--- config.mk ---
export PLATFORM = sky130hd
export DESIGN_NAME = alu_result_stage
export DESIGN_NICKNAME = d
export VERILOG_FILES = /design/src/rtl/alu_result_stage_pkg.sv /design/src/rtl/alu_result_mux.sv /design/src/rtl/alu_result_stage.sv
export SDC_FILE = /design/constraint.sdc
export NUM_CORES = 1
export LEC_CHECK = 0
export ABC_AREA = 1
export BUFFER_PORTS_ARGS = -buffer_cell sky130_fd_sc_hd__buf_2
export CAP_MARGIN = 20
export CORE_UTILIZATION = 35
export DETAILED_ROUTE_END_ITERATION = 10
export REMOVE_ABC_BUFFERS = 1
export SETUP_SLACK_MARGIN = 0.1
export SKIP_LAST_GASP = 1
export SLEW_MARGIN = 10
export SYNTH_ARGS = -nofsm -noshare
export SYNTH_HDL_FRONTEND = slang
export SYNTH_SLANG_ARGS = --single-unit
--- constraint.sdc ---
create_clock -name clk -period 3.6 [get_ports clk]
set_input_delay 0.36 -clock clk [delete_from_list [all_inputs] [get_ports clk]]
set_output_delay 0.36 -clock clk [all_outputs]
set_load 0.01 [all_outputs]
--- src/rtl/alu_result_stage_pkg.sv ---
// Shared ALU definitions: unit-select codes, result-entry field layout and
// the occupancy encoding used by the registered result stage.
package alu_result_stage_pkg;

    localparam logic [1:0] UNIT_ADD   = 2'b00;
    localparam logic [1:0] UNIT_BOOL  = 2'b01;
    localparam logic [1:0] UNIT_SHIFT = 2'b10;
    localparam logic [1:0] UNIT_CMP   = 2'b11;

    // Entry = {res, z, v, n, unit}; total width is WIDTH + ENTRY_META_W.
    localparam int ENTRY_META_W = 5;
    localparam int UNIT_LSB     = 0;
    localparam int N_BIT        = 2;
    localparam int V_BIT        = 3;
    localparam int Z_BIT        = 4;
    localparam int RES_LSB      = 5;

    // Encoded as {main_v, skid_v}; 2'b01 is never legal.
    typedef enum logic [1:0] {
        ST_EMPTY = 2'b00,
        ST_ONE   = 2'b10,
        ST_FULL  = 2'b11
    } state_t;

    function automatic int entry_width(input int width);
        return width + ENTRY_META_W;
    endfunction

endpackage

--- src/rtl/alu_result_mux.sv ---
// Combinational unit-result select with zero/overflow/negative flag formation.
// Packs the outcome into one result entry; usable without the register stage.
module alu_result_mux
    import alu_result_stage_pkg::*;
#(
    parameter int WIDTH = 8
) (
    input  logic [1:0]                      unit_i,
    input  logic [WIDTH-1:0]                add_res_i,
    input  logic [WIDTH-1:0]                bool_res_i,
    input  logic [WIDTH-1:0]                shift_res_i,
    input  logic [WIDTH-1:0]                cmp_res_i,
    input  logic                            add_v_i,
    input  logic                            add_n_i,
    output logic [WIDTH+ENTRY_META_W-1:0]   entry_o
);

    logic [WIDTH-1:0] res;
    logic             is_add;

    always_comb begin
        res = add_res_i;
        case (unit_i)
            UNIT_BOOL:  res = bool_res_i;
            UNIT_SHIFT: res = shift_res_i;
            UNIT_CMP:   res = cmp_res_i;
            default:    res = add_res_i;
        endcase
    end

    assign is_add = (unit_i == UNIT_ADD);

    // Adder flags are meaningless for other units, so they are cleared here.
    always_comb begin
        entry_o                     = '0;
        entry_o[RES_LSB +: WIDTH]   = res;
        entry_o[Z_BIT]              = (res == '0);
        entry_o[V_BIT]              = is_add & add_v_i;
        entry_o[N_BIT]              = is_add & add_n_i;
        entry_o[UNIT_LSB +: 2]      = unit_i;
    end

endmodule

--- src/rtl/alu_result_stage.sv ---
// Registered ALU output stage: selects one unit result and holds it in a
// two-entry skid buffer behind a valid/ready handshake toward writeback.
module alu_result_stage
    import alu_result_stage_pkg::*;
#(
    parameter int WIDTH = 8
) (
    input  logic              clk,
    input  logic              rst_n,
    input  logic              in_valid,
    output logic              in_ready,
    input  logic [5:0]        alufn,
    input  logic [WIDTH-1:0]  add_res,
    input  logic [WIDTH-1:0]  bool_res,
    input  logic [WIDTH-1:0]  shift_res,
    input  logic [WIDTH-1:0]  cmp_res,
    input  logic              add_v,
    input  logic              add_n,
    output logic              out_valid,
    input  logic              out_ready,
    output logic [WIDTH-1:0]  out_res,
    output logic              out_z,
    output logic              out_v,
    output logic              out_n,
    output logic [1:0]        out_unit
);

    localparam int EW = entry_width(WIDTH);

    // Handshake: a transfer happens on a rising edge where valid && ready;
    // the sender holds its payload stable until then, ready never waits on valid.
    state_t          state_q, state_d;
    logic [EW-1:0]   main_q, main_d;
    logic [EW-1:0]   skid_q, skid_d;
    logic [EW-1:0]   mux_entry;
    logic            accept, drain;
    logic            unused_alufn_lo;

    assign unused_alufn_lo = ^alufn[3:0];

    alu_result_mux #(.WIDTH(WIDTH)) u_mux (
        .unit_i      (alufn[5:4]),
        .add_res_i   (add_res),
        .bool_res_i  (bool_res),
        .shift_res_i (shift_res),
        .cmp_res_i   (cmp_res),
        .add_v_i     (add_v),
        .add_n_i     (add_n),
        .entry_o     (mux_entry)
    );

    assign accept = in_valid & in_ready;
    assign drain  = out_valid & out_ready;

    always_ff @(posedge clk or negedge rst_n) begin
        if (!rst_n) begin
            state_q <= ST_EMPTY;
            main_q  <= '0;
            skid_q  <= '0;
        end else begin
            state_q <= state_d;
            main_q  <= main_d;
            skid_q  <= skid_d;
        end
    end

    always_comb begin
        state_d = state_q;
        main_d  = main_q;
        skid_d  = skid_q;
        case (state_q)
            ST_EMPTY: begin
                if (accept) begin
                    main_d  = mux_entry;
                    state_d = ST_ONE;
                end
            end
            ST_ONE: begin
                if (accept && drain) begin
                    main_d = mux_entry;
                end else if (accept) begin
                    skid_d  = mux_entry;
                    state_d = ST_FULL;
                end else if (drain) begin
                    state_d = ST_EMPTY;
                end
            end
            ST_FULL: begin
                if (drain) begin
                    main_d  = skid_q;
                    state_d = ST_ONE;
                end
            end
            default: state_d = ST_EMPTY;
        endcase
    end

    // All outputs derive from registers only, so no input-to-output path exists.
    always_comb begin
        in_ready  = (state_q != ST_FULL);
        out_valid = (state_q == ST_ONE) || (state_q == ST_FULL);
        out_res   = main_q[RES_LSB +: WIDTH];
        out_z     = main_q[Z_BIT];
        out_v     = main_q[V_BIT];
        out_n     = main_q[N_BIT];
        out_unit  = main_q[UNIT_LSB +: 2];
    end

    a_no_skid_without_main: assert property (@(posedge clk) disable iff (!rst_n)
        (state_q == ST_EMPTY) || (state_q == ST_ONE) || (state_q == ST_FULL));

endmodule
### After elaboration in Yosys (flattened, before gate mapping)

Cells that the tools add are included.

| storage, ports and cells | value |
|---|---|
| bits in registers | 28 |
| input port bits | 44 |
| output and inout port bits | 15 |
| word-level logic and storage cells | 39 |

| cells by class | value |
|---|---|
| eq/ne operators | 11 |
| multiplexer cells | 11 |
| bitwise gates (word level) | 5 |
| reductions and logical operators | 9 |

Operators with widths:

| cell | count |
|---|---|
| $mux W13 | 3 |
| $pmux W13 S3 | 1 |
| $pmux W8 S3 | 1 |
| $mux W2 | 5 |
| $ne A2 B2 Y1 const B | 5 |
| $eq A2 B2 Y1 const B | 4 |
| $logic_not A8 Y1 | 1 |
| $reduce_and A4 Y1 | 2 |
| $pmux W2 S3 | 1 |
| $and A1 B1 Y1 | 4 |
| $logic_not A2 Y1 | 2 |
| $ne A3 B3 Y1 const B | 1 |
| $reduce_and A3 Y1 | 1 |
| $reduce_bool A3 Y1 | 1 |
| $eq A2 B1 Y1 const B | 1 |
| $logic_and A1 B1 Y1 | 1 |
| $logic_or A1 B1 Y1 | 1 |
| $not A1 Y1 | 1 |

### Depth between registers and ports, before layout

Gate-level depths: netlist of run 1.

| depth | value |
|---|---|
| depth after elaboration | 7 |
| gate-level depth with buffers | 11 |
| gate-level depth less buffers | 10 |

### By module

Synthesis of run 1 repeated with hierarchy kept, for this count alone.

| unflattened totals | value |
|---|---|
| cell total of the unflattened synthesis | 238 |
| area, all modules | 1,845.5 um^2 |

Modules (own cells, without submodules):

| module | instances | cells each | area each (um^2) | seq. area each (um^2) |
|---|---|---|---|---|
| alu_result_stage | 1 | 177 | 1,492.7 | 700.7 |
| alu_result_mux | 1 | 61 | 352.8 | 0.0 |

### Worst setup path before layout of run 1

Ideal clock, no wire load.

| path | value |
|---|---|
| kind | register to register |
| start point | register state_q[0] |
| end point | register main_q[10] |
| setup time | 129 ps |
| arrival | 1,443 ps |
| required time | 3,471 ps |
| slack | 2,029 ps |
| stages on the path, launching flop included | 10 |
| path buffers | 2 |
| period minus slack after synthesis | 1,571 ps |
| cells stage by stage | dfrtp_1 ha_1 inv_2 buf_4 nor2_1 o21ai_1 nand2_2 buf_4 nand2_1 o21ai_0 |

| between the ends | value |
|---|---|
| elaborated cells on any way between the ends | 14 |
| classes of those cells | eq/ne (6); mux (1); bitwise (2); reduce/logical (5) |

RTL lines:

| item | RTL line | source |
|---|---|---|
| start: declaration | alu_result_stage.sv:32 | `state_t state_q, state_d;` |
| start signal: assignment | alu_result_stage.sv:61 | `state_q <= state_d;` |
| $ne A2 B2 Y1 * | alu_result_stage.sv:100 | `in_ready = (state_q != ST_FULL);` |
| via in_ready | alu_result_stage.sv:11 | `output logic in_ready,` |
| $and A1 B1 Y1 * | alu_result_stage.sv:52 | `assign accept = in_valid & in_ready;` |
| $logic_and A1 B1 Y1 | alu_result_stage.sv:79 | `if (accept && drain) begin` |
| $ne A2 B2 Y1 (no source line) | n/a |  |
| $reduce_and A4 Y1 (no source line) * | n/a |  |
| end signal: assignment | alu_result_stage.sv:62 | `main_q <= main_d;` |
| end: declaration | alu_result_stage.sv:33 | `logic [EW-1:0] main_q, main_d;` |

Mark *: on every way through the listed nets, which the timed path passes. The rest lies on a longest branch.
A chain may end at the register's enable or synchronous reset.

### Worst setup path after layout of run 1

| path | value |
|---|---|
| start point | register state_q[0] |
| end point | register main_q[3] |

| between the ends | value |
|---|---|
| longest elaborated chain between the ends | 6 |
| elaborated cells on any way between the ends | 14 |
| classes of those cells | eq/ne (6); mux (1); bitwise (2); reduce/logical (5) |

RTL lines:

| item | RTL line | source |
|---|---|---|
| $eq A2 B2 Y1 | alu_result_stage.sv:71, alu_result_stage.sv:101 |  |
| $logic_or A1 B1 Y1 | alu_result_stage.sv:101 | `out_valid = (state_q == ST_ONE) \|\| (state_q == ST_FULL);` |
| $and A1 B1 Y1 | alu_result_stage.sv:53 | `assign drain = out_valid & out_ready;` |
| $logic_and A1 B1 Y1 | alu_result_stage.sv:79 |  |
| $ne A2 B2 Y1 (no source line) | n/a |  |
| $reduce_and A4 Y1 (no source line) | n/a |  |

Parallel ways exist; a longest one is shown, timed or not.

==> results of run 1 <==
==> worst register-to-register path, delay by kind of cell (launching register included) <==
family	cells	cell delay (ps)
flip-flops	1	430
AO/OA/AOI/OAI	2	310
adder cells (fa/ha/maj)	1	240
AND/OR/NAND/NOR	3	470
buffers and inverters	2	390
==> where the power goes <==
group	leakage, nW	internal, mW	total, mW	switching (mW)
sequential	0.353	0.457	0.533	0.0763
clock	0.0357	0.149	0.255	0.106
combinational	0.654	0.225	0.601	0.375
==> flip-flops by register name, indices dropped and copies added, names as in the netlist <==
name     flops
state_q      2
skid_q      13
main_q      13
==> worst max path at each step <==
stage	start	endpoint	cells after the start
global placement	state_q[0]	main_q[1]	8
detailed placement	state_q[0]	main_q[3]	8
floorplan	state_q[0]	main_q[0]	8
CTS	state_q[0]	main_q[1]	8
finish	state_q[0]	main_q[3]	8
global route	state_q[0]	skid_q[12]	8
==> area by class of cell <==
cell class | count | area [µm²] | share of cell area
Clock inverter | 1 | 30.0 | 0.0155
Sequential cell | 28 | 701 | 0.362
Tap cell | 52 | 65.1 | 0.0336
Timing Repair Buffer | 55 | 278 | 0.143
Clock buffer | 3 | 41.3 | 0.0213
Inverter | 19 | 71.3 | 0.0368
Multi-Input combinational cell | 161 | 752 | 0.388
==> cell families (layout without fill, tap and decap cells) <==
group	after synthesis	count (layout)	share of synthesized area
compound gates	35	35	0.113
buf+inv	29	78	0.0930
flops	28	28	0.437
fa+ha+maj	4	4	0.0313
simple gates	121	121	0.318
mux	1	1	0.00703
==> metal layers <==
| metal | global-route usage | up-vias |
|---|---|---|
| met5 | 0 | - |
| met3 | 0.0189 | 4 |
| met4 | 0.0489 | 0 |
| met2 | 0.284 | 41 |
| met1 | 0.248 | 681 |
| li1 | - | 803 |
==> placed cells by master (no fill, tap or decap) <==
master	n
a21oi_1	9
buf_2	54
nand3_1	32
mux2_2	1
clkbuf_8	3
nand2_1	49
inv_1	13
or2_0	1
nor2_4	1
a31oi_1	5
dfrtp_1	28
o21ai_0	14
nand2_2	1
nor2_2	1
o21ai_1	7
bufinv_16	1
ha_1	4
buf_4	1
inv_2	6
nor2_1	36
==> per-stage QoR <==
stage | setup WS [ps] | instances | instance area (µm²)
2_1_floorplan | 1770 | 208 | 1520
3_3_place_gp | 1790 | 315 | 1870
3_5_place_dp | 1790 | 315 | 1870
4_1_cts | 1710 | 319 | 1940
5_1_grt | 1500 | 319 | 1940
6_report | 1680 | 319 | 1940
==> flow_metrics.tcl, run 1 <==
set metrics [dict create \
    fill_cells 486 \
    cp_top_family "simple AND/OR/NAND/NOR gates" \
    antenna_left 0 \
    setup_tns_ps 0 \
    ys_seq_area_frac 0.438 \
    syn_area_um2 1600 \
    routed_wl_um 3970 \
    port_buffers 54 \
    final_core_util 0.442 \
    cts_buffers 3 \
    fin_crit_ps 1920 \
    yosys_warnings 0 \
    critPathBufInv 2 \
    die_y_um 69.6 \
    routedWlPerCell_um 12.4 \
    status "finished clean" \
    path_clk_slew_ps 110 \
    grt_pass1_wl_um 6790 \
    place_hpwl_um 2730 \
    crit_type "flip-flop to flip-flop" \
    ys_seq_elements 28 \
    synth_commonest_cells "49 x nand2_1, 36 x nor2_1, 32 x nand3_1, 28 x dfrtp_1, 14 x o21ai_0" \
    tightestPinTransition_ps 641 \
    crit_top_cell "inv_2" \
    die_area_um2 4850 \
    synthFlopType "dfrtp_1" \
    num_vias 1529 \
    synthTopCellsByArea "dfrtp_1 44%, nand2_1 11%, nand3_1 10%" \
    ys_async_sr_fraction 1.00 \
    start_kind "flip-flop" \
    yosysMostFrequentCell "nand2_1" \
    ir_drop_mv 0.244 \
    crit_arrival_ps 2120 \
    synth_area_leader_cell "dfrtp_1" \
    maxCapViolations 0 \
    skew_ps 8.31 \
    cts_tree "yes" \
    gr-total-overflow 0 \
    antennaDiodeCount 0 \
    powerDensity_nw_per_um2 717 \
    htree_levels 1 \
    ios 59 \
    antenna_found_initial 0 \
    ys_types 20 \
    area_growth_pct 21.0 \
    crit_path_end_kind "flip-flop" \
    r2r-start "state_q[0]" \
    synthCells 218 \
    ctsResizeCount 0 \
    top_layer "met4" \
    cts_buffer_depth 2 \
    synth_edf_count 0 \
    worstPathMaxFanout 19 \
    setup_violations 0 \
    drc 0 \
    relSlewSlack 0.572 \
    fp.dieW_um 69.6 \
    postCtsHoldBufs 0 \
    wl_met1_um 1900 \
    p_leak_nw 1.04 \
    via_per_inst 4.79 \
    wl_met2_um 1840 \
    fin_nets 316 \
    r2r_cells 8 \
    drive_above_1_share 0.258 \
    insertion_delay_ps 280 \
    cts.sinks 28 \
    first_iter_violations 78 \
    whs_ps 87.0 \
    post-cts-setup-buffers 0 \
    grt_pass1_vias 1457 \
    yosysTopAreaCellShare 0.438 \
    core_um2 4380 \
    r2r-end "main_q[3]" \
    hold_class "primary input to async pin" \
    num_rows 24 \
    wl_met3_um 183 \
    finalWeightedCongestion 0.797 \
    grt_max_degree 29 \
    required_ps 3800 \
    syn_area_per_cell_um2 7.35 \
    fin_crit_sh 0.533 \
    floorplan.initialDensity 0.365 \
    cp_slowest_cell "dfrtp_1" \
    drt_pass1_iterations 4 \
    hold_viol_final 0 \
    power_mw 1.39 \
    grt_usage 0.175 \
    max_clock_freq_mhz 522 \
    crit_chain "ha_1 > inv_2 > nand2_1 > o21ai_1 > nand2_2 > inv_2 > nor2_1 > a31oi_1" \
    rsz0062_at_grt "false" \
    slew_violations 0 \
    worst_path_largest_cell_delay_ps 430 \
    clock-root-buffer "clkbuf_8" \
    r2r_slack_ps 1680 \
]
Note: power is estimated with default switching activity, not from simulation.
==> run 2, diff against run 1 <==
==> constraint.sdc (replaced) <==
create_clock -name clk -period 1.95 [get_ports clk]
set_input_delay 0.195 -clock clk [delete_from_list [all_inputs] [get_ports clk]]
set_output_delay 0.195 -clock clk [all_outputs]
set_load 0.01 [all_outputs]
==> run 2 against run 1 <==
Register-to-register slack worse by 1400 ps. Highest routed layer unchanged. Critical endpoint is now skid_q[4]. Flip-flop and latch count stayed put. Clock power is 25% higher. Largest cell class unchanged.
==> flow_metrics.tcl, run 2 (synthesized netlist as in run 1, its figures left out) <==
set metrics [dict create \
    fin_crit_ps 1680 \
    grt_usage 0.173 \
    grt_pass1_vias 1420 \
    crit_type "flip-flop to flip-flop" \
    port_buffers 54 \
    maxCapViolations 0 \
    cts_buffer_depth 2 \
    cts.sinks 28 \
    final_common_cell "buf_2" \
    die_area_um2 4850 \
    cp_slowest_cell "dfrtp_1" \
    max_clock_freq_mhz 595 \
    hold_viol_final 0 \
    fp.dieW_um 69.6 \
    crit_arrival_ps 1840 \
    num_vias 1555 \
    grt_max_degree 29 \
    path_clk_slew_ps 90 \
    setup_ws_ps 270 \
    fill_cells 485 \
    via_per_inst 4.84 \
    skew_ps 1.56 \
    gr-total-overflow 0 \
    num_rows 24 \
    p_leak_nw 1.04 \
    antenna_found_initial 0 \
    cts_tree "yes" \
    relSlewSlack 0.578 \
    ios 59 \
    drt_pass1_iterations 4 \
    final_core_util 0.443 \
    final_cell_mix "54 x buf_2, 49 x nand2_1, 36 x nor2_1, 32 x nand3_1, 28 x dfrtp_1" \
    htree_levels 1 \
    core_um2 4380 \
    tightestPinTransition_ps 633 \
    worst_path_largest_cell_delay_ps 430 \
    drive_above_1_share 0.260 \
    cts_buffers 3 \
    finalWeightedCongestion 0.777 \
    die_y_um 69.6 \
    grt_pass1_wl_um 6670 \
    clock-root-buffer "clkbuf_8" \
    power_mw 2.47 \
    antenna_left 0 \
    required_ps 2110 \
    status "finished clean" \
    antennaDiodeCount 0 \
    fin_crit_sh 0.861 \
    dp.cells 316 \
    final_cells 321 \
    crit_chain "ha_1 > inv_4 > nand2_1 > nor2_1 > inv_1 > nor2_4 > inv_4 > nand2_1 > o21ai_1" \
    drc 0 \
    hold_class "primary input to flip-flop" \
    routed_wl_um 3890 \
    top_regs "main_q x13, skid_q x13, state_q x2" \
    powerDensity_nw_per_um2 1270 \
    insertion_delay_ps 280 \
    area_growth_pct 21.3 \
    slew_violations 0 \
    pre_cts_slack_ps 189 \
    floorplan.initialDensity 0.365 \
    worstPathMaxFanout 25 \
    crit_path_end_kind "flip-flop" \
    setup_tns_ps 0 \
    rsz0062_at_grt "false" \
    ir_drop_mv 0.415 \
    start_kind "flip-flop" \
    fin_nets 319 \
    first_iter_violations 93 \
    place_hpwl_um 2760 \
    setup_violations 0 \
    routedWlPerCell_um 12.1 \
]
run 2: cell type report:
class	instances	area, µm²	area share
multi-input cells	161	757	0.390
flip-flops and latches	28	701	0.361
repair buffers	58	303	0.156
inverters	19	76.3	0.0393
well taps	52	65.1	0.0335
clock buffers	3	41.3	0.0212
run 2: worst max-delay path, delay by kind of cell (launching register included):
| kind | cells | cell delay [ps] |
|---|---|---|
| AND/OR/NAND/NOR | 4 | 450 |
| adder cells (fa/ha/maj) | 1 | 260 |
| buffers and inverters | 3 | 350 |
| AO/OA/AOI/OAI | 1 | 70 |
| flip-flops | 1 | 430 |
run 2: routing by layer:
metal	up-vias	share of wire	GRT usage
met5	-	0	0
met1	701	0.48	0.233
met2	40	0.47	0.291
met4	0	0.0082	0.0600
met3	3	0.036	0.0174
li1	811	-	-
run 2: stage by stage:
step / cell area (µm²) / hold slack (ps)
CTS: 1930 / 233
floorplan: 1520 / -101
global placement: 1870 / 253
finish: 1940 / 235
global route: 1940 / 255
detailed placement: 1870 / 265
run 2: final timing paths:
path	startpoint	endpoint	slack, ps	cells after the start
max in group asynchronous	rst_n	skid_q[5]	1070	2
setup reg to reg	state_q[0]	skid_q[4]	270	9
hold / removal	add_n	skid_q[2]	240	5
min in group asynchronous	rst_n	main_q[11]	470	2
hold reg to reg	skid_q[2]	skid_q[2]	490	2
setup / recovery	state_q[0]	skid_q[4]	270	9
run 2: power breakdown:
part | internal (mW) | total (mW) | switching, mW
clock network | 0.139 | 0.318 | 0.178
registers | 0.844 | 0.986 | 0.142
logic | 0.465 | 1.16 | 0.700
run 2: timing repair:
| action | 4_1_cts | 5_1_grt |
|---|---|---|
| hold buffers | 1 | 0 |
| resized for setup | 0 | 6 |
| setup endpoints to repair | 0 | 23 |
| hold endpoints to repair | 28 | 0 |
| buffers inserted | 0 | 1 |
==> run 3, diff against run 2 <==
==> constraint.sdc (replaced) <==
create_clock -name clk -period 1.95 [get_ports clk]
set_input_delay 0.0975 -clock clk [delete_from_list [all_inputs] [get_ports clk]]
set_output_delay 0.0975 -clock clk [all_outputs]
set_load 0.01 [all_outputs]
==> run 3 against run 2 <==
Total power is 8.6% higher. Sequential share of layout area decreased by 0.77 points. Critical endpoint is now state_q[1]. Register-to-register slack improved by 20 ps. Largest cell class unchanged. Largest power group unchanged. Core utilization grew 0.97 points. Count of clock-buffer cells in the layout is the same. Highest routed layer unchanged. Cell area rose by 2.2%.
==> flow_metrics.tcl, run 3 (synthesized netlist as in run 1, its figures left out) <==
set metrics [dict create \
    routed_wl_um 3930 \
    grt_max_degree 29 \
    grt_usage 0.167 \
    r2r_cells 7 \
    cts_buffers 3 \
    hold_class "primary input to flip-flop" \
    regArea_um2 701 \
    gr-total-overflow 0 \
    path_clk_slew_ps 100 \
    rsz0062_at_grt "false" \
    core_um2 4380 \
    multi_input_area_um2 757 \
    powerDensity_nw_per_um2 1350 \
    skew_ps 3.32 \
    antenna_found_initial 0 \
    r2r-start "state_q[0]" \
    final_core_util 0.453 \
    grt_pass1_vias 1404 \
    fp.dieW_um 69.6 \
    final_cell_mix "54 x buf_2, 49 x nand2_1, 36 x nor2_1, 32 x nand3_1, 28 x dfrtp_1" \
    first_iter_violations 92 \
    maxCapViolations 0 \
    slew_violations 0 \
    floorplan.initialDensity 0.365 \
    whs_ps 131 \
    ir_drop_mv 0.446 \
    cts_tree "yes" \
    setup_violations 0 \
    insertion_delay_ps 280 \
    drc 0 \
    clock-root-buffer "clkbuf_8" \
    holdPathStages 5 \
    worstPathMaxFanout 11 \
    setup_tns_ps 0 \
    routedWlPerCell_um 12.2 \
    cts.sinks 28 \
    r2r-end "state_q[1]" \
    fin_crit_sh 0.852 \
    start_kind "flip-flop" \
    crit_path_end_kind "flip-flop" \
    final_area_um2 1990 \
    postPlaceCellArea_um2 1870 \
    p_leak_nw 1.06 \
    fill_cells 480 \
    fin_crit_ps 1660 \
    top_regs "main_q x13, skid_q x13, state_q x2" \
    finalWeightedCongestion 0.799 \
    grt_pass1_wl_um 6490 \
    required_ps 2130 \
    crit_arrival_ps 1840 \
    antenna_left 0 \
    power_mw 2.68 \
    tightestPinTransition_ps 643 \
    htree_levels 1 \
    die_y_um 69.6 \
    max_clock_freq_mhz 602 \
    place_hpwl_um 2810 \
    drt_pass1_iterations 4 \
    drive_above_1_share 0.263 \
    area_growth_pct 24.0 \
    port_buffers 54 \
    status "finished clean" \
    via_per_inst 4.87 \
    num_rows 24 \
    crit_type "flip-flop to flip-flop" \
    fin_nets 319 \
    relSlewSlack 0.571 \
    ios 59 \
    final_common_cell "buf_2" \
    r2r_slack_ps 290 \
    hold_end "skid_q[2]" \
    cts_buffer_depth 2 \
    antennaDiodeCount 0 \
    hold_viol_final 0 \
    hold_start "add_n" \
    die_area_um2 4850 \
    num_vias 1569 \
]
run 3: cell count changes in the layout (fill, tap and decap cells not counted):
| cell | before | now |
|---|---|---|
| buf_12 | 0 | 1 |
| buf_4 | 3 | 2 |
| bufinv_16 | 0 | 1 |
| o21ai_0 | 12 | 14 |
| o21ai_1 | 9 | 7 |
run 3: final cells by class:
class	instances	share of cell area
clock inverter	1	0.0151
clock buffer	3	0.0208
multi-input combinational	161	0.381
inverter	19	0.0384
timing repair buffer	58	0.159
tap	52	0.0328
sequential	28	0.353
run 3: worst max path at each step:
| stage | slack [ps] | end | cells past startpoint | from |
|---|---|---|---|---|
| 2_1_floorplan | 120 | main_q[0] | 8 | state_q[0] |
| 3_3_place_gp | 190 | skid_q[9] | 9 | state_q[0] |
| 3_5_place_dp | 160 | skid_q[11] | 9 | state_q[0] |
| 4_1_cts | 130 | skid_q[11] | 8 | state_q[0] |
| 5_1_grt | 120 | skid_q[9] | 9 | state_q[0] |
| 6_report | 290 | state_q[1] | 7 | state_q[0] |
run 3: critical path: stages (launching register included):
cell and delay [ps]:
dfrtp_1 440, ha_1 260, inv_4 120, nand2_1 90, nor2_1 120, nand2_1 70, nand3_1 110, mux2_2 340
run 3: routing by layer:
metal	vias up	GRT usage	share of wire
li1	807	-	-
met1	702	0.230	0.46
met2	53	0.269	0.46
met3	7	0.0247	0.066
met4	0	0.0556	0.015
met5	-	0	0
run 3: timing repair:
item,4_1_cts,5_1_grt
endpoints found under the setup margin,0,22
buffers inserted,0,1
resized for setup,0,4
hold buffers,1,0
endpoints found under the hold margin,28,0
run 3: through the flow:
step / std cells / setup WS (ps)
2_1_floorplan: 208 / 116
3_3_place_gp: 316 / 187
3_5_place_dp: 316 / 157
4_1_cts: 321 / 130
5_1_grt: 322 / 118
6_report: 322 / 288
run 3: report_power, final:
part	internal (mW)	switching [mW]	total [mW]
sequential	0.843	0.142	0.985
clock	0.275	0.192	0.467
combinational	0.505	0.722	1.23
